File: config.mk
export PLATFORM = sky130hd
export DESIGN_NAME = cdc_edge_debouncer_flat
export DESIGN_NICKNAME = d
export VERILOG_FILES = /design/src/rtl/cdc_pkg.sv /design/src/rtl/cdc_edge_debouncer_if.sv /design/src/rtl/cdc_sat_counter.sv /design/src/rtl/cdc_edge_debouncer.sv /design/src/flat_wrapper.sv
export SDC_FILE = /design/constraint.sdc
export NUM_CORES = 1
export LEC_CHECK = 0
export CORE_MARGIN = 2
export CORE_UTILIZATION = 50
export DETAILED_ROUTE_END_ITERATION = 8
export GPL_TIMING_DRIVEN = 0
export PLACE_DENSITY = 0.76
export SYNTH_ARGS = -nofsm -noshare
export SYNTH_HDL_FRONTEND = slang
export SYNTH_SLANG_ARGS = --single-unit
export TNS_END_PERCENT = 100
File: constraint.sdc
create_clock -name clk_B -period 1.9 [get_ports clk_B]
set_input_delay 0.38 -clock clk_B [delete_from_list [all_inputs] [get_ports clk_B]]
set_output_delay 0.38 -clock clk_B [all_outputs]
set_load 0.01 [all_outputs]
File: src/rtl/cdc_pkg.sv
// Shared types and default constants for the domain-B edge debouncer.
// Used by cdc_edge_debouncer, its bus interface and cdc_sat_counter.
package cdc_pkg;

  typedef enum logic [1:0] {
    S_LOW       = 2'd0,
    S_RISE_PEND = 2'd1,
    S_HIGH      = 2'd2,
    S_FALL_PEND = 2'd3
  } edge_state_t;

  localparam int CDC_STABLE_CYCLES_DEF = 4;
  localparam int CDC_CNT_WIDTH_DEF     = 8;

endpackage

File: src/rtl/cdc_edge_debouncer_if.sv
// Bus between the debouncer and its consumer in domain B.
// glitch_count exists only when CDC_EDGE_GLITCH_MON_EN is defined.
interface cdc_edge_debouncer_if
  import cdc_pkg::*;
#(
  parameter int CNT_WIDTH = CDC_CNT_WIDTH_DEF
) ();

  logic                 sync_in;
  logic                 count_clr;
  logic                 level_out;
  logic                 rise_pulse;
  logic                 fall_pulse;
  logic [CNT_WIDTH-1:0] edge_count;
`ifdef CDC_EDGE_GLITCH_MON_EN
  logic [CNT_WIDTH-1:0] glitch_count;

  modport master (
    output sync_in, count_clr,
    input  level_out, rise_pulse, fall_pulse, edge_count, glitch_count
  );

  modport slave (
    input  sync_in, count_clr,
    output level_out, rise_pulse, fall_pulse, edge_count, glitch_count
  );
`else
  modport master (
    output sync_in, count_clr,
    input  level_out, rise_pulse, fall_pulse, edge_count
  );

  modport slave (
    input  sync_in, count_clr,
    output level_out, rise_pulse, fall_pulse, edge_count
  );
`endif

endinterface

File: src/rtl/cdc_sat_counter.sv
// Saturating up-counter with synchronous clear; clear has priority over increment.
module cdc_sat_counter
  import cdc_pkg::*;
#(
  parameter int WIDTH = CDC_CNT_WIDTH_DEF
) (
  input  logic             clk_B,
  input  logic             reset,
  input  logic             clr,
  input  logic             inc,
  output logic [WIDTH-1:0] count
);

  // Holds at all-ones instead of wrapping.
  always_ff @(posedge clk_B) begin
    if (reset || clr) begin
      count <= '0;
    end else if (inc && (count != '1)) begin
      count <= count + WIDTH'(1);
    end
  end

endmodule

File: src/rtl/cdc_edge_debouncer.sv
// Stable-sample filter on the synchronized level with edge pulses and counters.
// Optional macro CDC_EDGE_GLITCH_MON_EN adds the rejected-transition counter.
module cdc_edge_debouncer
  import cdc_pkg::*;
#(
  parameter int STABLE_CYCLES = CDC_STABLE_CYCLES_DEF,
  parameter int CNT_WIDTH     = CDC_CNT_WIDTH_DEF
) (
  input  logic                 clk_B,
  input  logic                 reset,
  cdc_edge_debouncer_if.slave  bus
);

  localparam int            CW      = $clog2(STABLE_CYCLES + 1);
  localparam logic [CW-1:0] CNT_ONE = CW'(1);

  edge_state_t   state;
  edge_state_t   state_next;
  logic [CW-1:0] cnt;
  logic [CW-1:0] cnt_next;
  logic          last_sample;
  logic          rise_next;
  logic          fall_next;
  logic          level_q;
  logic          rise_q;
  logic          fall_q;
  logic          edge_acc;

  always_ff @(posedge clk_B) begin
    if (reset) begin
      state   <= S_LOW;
      cnt     <= '0;
      level_q <= 1'b0;
      rise_q  <= 1'b0;
      fall_q  <= 1'b0;
    end else begin
      state   <= state_next;
      cnt     <= cnt_next;
      level_q <= (state_next == S_HIGH) || (state_next == S_FALL_PEND);
      rise_q  <= rise_next;
      fall_q  <= fall_next;
    end
  end

  // The pending count includes the sample that opened the transition.
  assign last_sample = (32'(cnt) + 32'd1) == 32'(STABLE_CYCLES);

  always_comb begin
    state_next = state;
    cnt_next   = cnt;
    rise_next  = 1'b0;
    fall_next  = 1'b0;
    unique case (state)
      S_LOW: begin
        if (bus.sync_in) begin
          if (STABLE_CYCLES == 1) begin
            state_next = S_HIGH;
            rise_next  = 1'b1;
          end else begin
            state_next = S_RISE_PEND;
            cnt_next   = CNT_ONE;
          end
        end
      end
      S_RISE_PEND: begin
        if (bus.sync_in) begin
          if (last_sample) begin
            state_next = S_HIGH;
            cnt_next   = '0;
            rise_next  = 1'b1;
          end else begin
            cnt_next = cnt + CNT_ONE;
          end
        end else begin
          state_next = S_LOW;
          cnt_next   = '0;
        end
      end
      S_HIGH: begin
        if (!bus.sync_in) begin
          if (STABLE_CYCLES == 1) begin
            state_next = S_LOW;
            fall_next  = 1'b1;
          end else begin
            state_next = S_FALL_PEND;
            cnt_next   = CNT_ONE;
          end
        end
      end
      S_FALL_PEND: begin
        if (!bus.sync_in) begin
          if (last_sample) begin
            state_next = S_LOW;
            cnt_next   = '0;
            fall_next  = 1'b1;
          end else begin
            cnt_next = cnt + CNT_ONE;
          end
        end else begin
          state_next = S_HIGH;
          cnt_next   = '0;
        end
      end
      default: begin
        state_next = S_LOW;
        cnt_next   = '0;
      end
    endcase
  end

  assign edge_acc       = rise_next | fall_next;
  assign bus.level_out  = level_q;
  assign bus.rise_pulse = rise_q;
  assign bus.fall_pulse = fall_q;

  cdc_sat_counter #(
    .WIDTH (CNT_WIDTH)
  ) u_edge_cnt (
    .clk_B (clk_B),
    .reset (reset),
    .clr   (bus.count_clr),
    .inc   (edge_acc),
    .count (bus.edge_count)
  );

`ifdef CDC_EDGE_GLITCH_MON_EN
  logic glitch;

  // A pending transition that sees the old level again is abandoned.
  assign glitch = ((state == S_RISE_PEND) && !bus.sync_in) ||
                  ((state == S_FALL_PEND) &&  bus.sync_in);

  cdc_sat_counter #(
    .WIDTH (CNT_WIDTH)
  ) u_glitch_cnt (
    .clk_B (clk_B),
    .reset (reset),
    .clr   (bus.count_clr),
    .inc   (glitch),
    .count (bus.glitch_count)
  );
`endif

endmodule

File: src/flat_wrapper.sv
// flat-port wrapper written by rule: the top's interface ports become plain ports
module cdc_edge_debouncer_flat import cdc_pkg::*;
#(
  parameter int STABLE_CYCLES = CDC_STABLE_CYCLES_DEF,
  parameter int CNT_WIDTH     = CDC_CNT_WIDTH_DEF
)
  (clk_B, reset, bus_sync_in, bus_count_clr, bus_level_out, bus_rise_pulse, bus_fall_pulse, bus_edge_count);
  cdc_edge_debouncer_if #(.CNT_WIDTH(CNT_WIDTH)) bus_i ();
  input  logic clk_B;
  input  logic reset;
  input wire logic [$bits(bus_i.sync_in)-1:0] bus_sync_in;
  input wire logic [$bits(bus_i.count_clr)-1:0] bus_count_clr;
  output wire logic [$bits(bus_i.level_out)-1:0] bus_level_out;
  output wire logic [$bits(bus_i.rise_pulse)-1:0] bus_rise_pulse;
  output wire logic [$bits(bus_i.fall_pulse)-1:0] bus_fall_pulse;
  output wire logic [$bits(bus_i.edge_count)-1:0] bus_edge_count;
  assign bus_i.sync_in = bus_sync_in;
  assign bus_i.count_clr = bus_count_clr;
  assign bus_level_out = bus_i.level_out;
  assign bus_rise_pulse = bus_i.rise_pulse;
  assign bus_fall_pulse = bus_i.fall_pulse;
  assign bus_edge_count = bus_i.edge_count;
  cdc_edge_debouncer #(.STABLE_CYCLES(STABLE_CYCLES), .CNT_WIDTH(CNT_WIDTH)) u_core (.clk_B(clk_B), .reset(reset), .bus(bus_i));
endmodule
==> flow_summary.yaml <==
place:
  hpwl_um: 1340
  post-place-ws_ns: -0.225
  portBuffers: 14
  gp_congestion: 0.765
  place_area_sq_um: 1020
cells_and_area:
  drive_above_1_share_pct: 11.3
  antenna_cells: 0
  layout.cells.most_common: "dfxtp_1"
  nFillCells: 157
  final_cell_mix: "dfxtp_1 (16), clkdlybuf4s50_1 (14), nand2_1 (10)"
  design_area_sq_um: 1060
  final_nets: 123
  area_growth_pct: 23.8
setup_path:
  crit_type: "primary input to register"
  crit_path_end: "u_core.u_edge_cnt.count[0]"
  critPathSlowestCell: "clkdlybuf4s50_1"
  critical_path.cell_chain: "clkdlybuf4s50_1 -> xor2_2 -> nand3_4 -> or4_1 -> a21boi_1"
  r2r.worst_path.cells: 6
  worstSetupStartpointType: "primary input"
  crit_arrival_ns: 2.00
  max_stage_delay_ns: 0.56
  cp-end-kind: "register"
  regToRegSetupSlack_ns: 0.14
  cp_max_fo: 10
  required_ns: 2.14
  rr_endpoint: "u_core.u_edge_cnt.count[5]"
  critPathLaunch: "bus_sync_in"
  regToRegStartpoint: "u_core.cnt[0]"
timing:
  rsz0062_at_grt: "yes"
  fmax_mhz: 568
  drv_slew: 0
  skew_ns: 0.00124
  worst_slack_ns: 0.140
  setup_viol: 0
  slew_headroom_pct: 75.3
  finalHoldViolations: 0
  min_period_ns: 1.76
  worst_slew_pin_slew_ns: 0.370
  period_share_pct: 92.6
global_routing:
  antenna_found_initial: 0
  grt_pass1_vias: 698
  grt_usage_pct: 21.1
  grt_start_max_net_pins: 11
  grt_pass1_wl_um: 3110
  grt-ovfl-total: 0
logic_synthesis:
  synthesis.nets: 103
  syn_avg_cell_area_sq_um: 8.93
  synth_cells: 96
  ys_seq_elements: 16
  netlist_area_sq_um: 857
  synth_cell_types: 35
  yosys_warnings: 0
  ys_seq_area_share_pct: 37.4
clock_tree:
  clkTransAtPathRegs_ns: 0.10
  htreeDepth: 1
  hold_buffers: 0
  cts_resized: 0
  clk_latency_ns: 0.30
  root_buffer: "clkbuf_4"
  cts_num_sinks: 16
  cts_tree: "built"
  max-clock-path-buffers: 2
  cts_made_buffers: 3
drt:
  vias: 794
  avgViaCountPerCell: 6.06
  ant_nets: 0
  routed-wl-met3_um: 67
  met1Wirelength_um: 908
  wl_per_cell_um: 14.2
  drt_iter0_markers: 20
  top_layer: "met4"
  drtPass1Iterations: 4
  drt_drc_violations_left: 0
  wl_met2_um: 837
  wl_um: 1860
power:
  vdd_drop_max_v: 0.000467
  power_density_nw_per_um2: 581
  power.leakage_uw: 0.000355
  total_power_uw: 617
flow_run:
  max-cap-violations: 0
floorplan:
  ios: 15
  rows: 14
  die_area_sq_um: 2060
  fp.coreArea_sq_um: 1560
  die_h_um: 45.4
  initial_utilization_pct: 55.0
  fp.dieW_um: 45.4
run_status:
  outcome: "finished clean"
min_path:
  hold_depth: 2
  min_path_type: "register to register"
report_power, final:
group          leakage [uW]  internal (uW)  switching, uW
combinational      0.000204           19.1           21.5
clock             0.0000210            117            117
sequential         0.000129            338           3.27
flip-flops by register name (all words and copies together) (netlist names):
name,cells
u_core.state,2
u_core.bus.fall_pulse,1
u_core.u_edge_cnt.count,8
u_core.cnt,3
u_core.bus.rise_pulse,1
u_core.bus.level_out,1
final cells by class:
cell class | count | area (sq um) | area share, %
plain buffers | 4 | 31.3 | 2.95
flip-flops and latches | 16 | 320 | 30.2
clock buffers | 4 | 36.3 | 3.42
multi-input cells | 72 | 490 | 46.2
well taps | 16 | 20.0 | 1.89
inverters | 4 | 15.0 | 1.42
repair buffers | 15 | 148 | 13.9
how the worst min path moves through the flow:
stage	start	end	slack (ns)
6_report	u_core.u_edge_cnt.count[1]	u_core.u_edge_cnt.count[1]	0.50
5_1_grt	u_core.u_edge_cnt.count[1]	u_core.u_edge_cnt.count[1]	0.54
4_1_cts	u_core.u_edge_cnt.count[1]	u_core.u_edge_cnt.count[1]	0.51
3_5_place_dp	u_core.u_edge_cnt.count[1]	u_core.u_edge_cnt.count[1]	0.49
3_3_place_gp	u_core.u_edge_cnt.count[1]	u_core.u_edge_cnt.count[1]	0.47
2_1_floorplan	bus_sync_in	u_core.bus.fall_pulse	0.46
metal layers:
| metal | track usage [%] | vias up |
|---|---|---|
| met4 | 12.4 | 0 |
| li1 | - | 393 |
| met5 | 0 | - |
| met3 | 3.97 | 5 |
| met1 | 28.2 | 380 |
| met2 | 31.5 | 16 |
worst max-delay path, delay by kind of cell:
kind	cells	cell delay (ns)
AND/OR/NAND/NOR	2	0.67
buffers and inverters	1	0.56
XOR/XNOR	1	0.25
AO/OA/AOI/OAI	1	0.14
stage by stage:
stage | hold slack (ns) | setup TNS (ns) | std cells | utilization [%]
6_report | 0.496 | 0 | 131 | 68.1
5_1_grt | 0.540 | -0.0172 | 131 | 68.1
4_1_cts | 0.508 | 0 | 130 | 67.6
3_5_place_dp | 0.494 | -1.17 | 126 | 65.2
3_3_place_gp | 0.470 | -0.878 | 126 | 65.2
2_1_floorplan | 0.457 | 0 | 96 | -
cells by family (layout without fill, tap and decap cells):
logic type	Yosys count	in the layout	synth area share (%)
compound gates	18	18	13.7
xor+xnor	1	1	1.90
fa+ha+maj	3	3	4.38
buf+inv	8	27	5.40
flops	16	16	37.4
mux	8	8	9.49
simple gates	42	42	27.7
cells in the mapped netlist:
master	number	area, sq um
clkbuf_8	1	13.8
clkbuf_2	1	5.00
dlygate4sd1_1	1	8.76
and2_2	1	7.51
nand3_4	1	17.5
xor2_2	1	16.3
clkbuf_1	1	3.75
and4_1	1	8.76
nor4_1	4	25.0
or4_1	1	7.51
a21boi_0	1	7.51
a22oi_1	1	7.51
nor2_1	5	18.8
a211oi_1	1	7.51
o21a_1	1	7.51
inv_1	4	15.0
or3_1	3	18.8
nor4b_1	2	17.5
a21boi_1	1	7.51
o31a_2	1	10.0
mux2_2	1	11.3
and3b_2	1	10.0
nand3_1	6	30.0
a21oi_1	3	15.0
nand2_1	10	37.5
ha_1	3	37.5
nor3_1	4	20.0
o31ai_1	2	15.0
nand4_1	2	12.5
a21o_1	1	7.51
a31oi_1	2	12.5
o21ai_0	4	20.0
and3_1	1	6.26
dfxtp_1	16	320
mux2i_1	7	70.1
timing repair:
item,in CTS,in global routing
endpoints found under the hold margin,0,0
setup buffers,0,1
endpoints found under the setup margin,0,3
No activity file was read; power rests on OpenSTA's default activity.
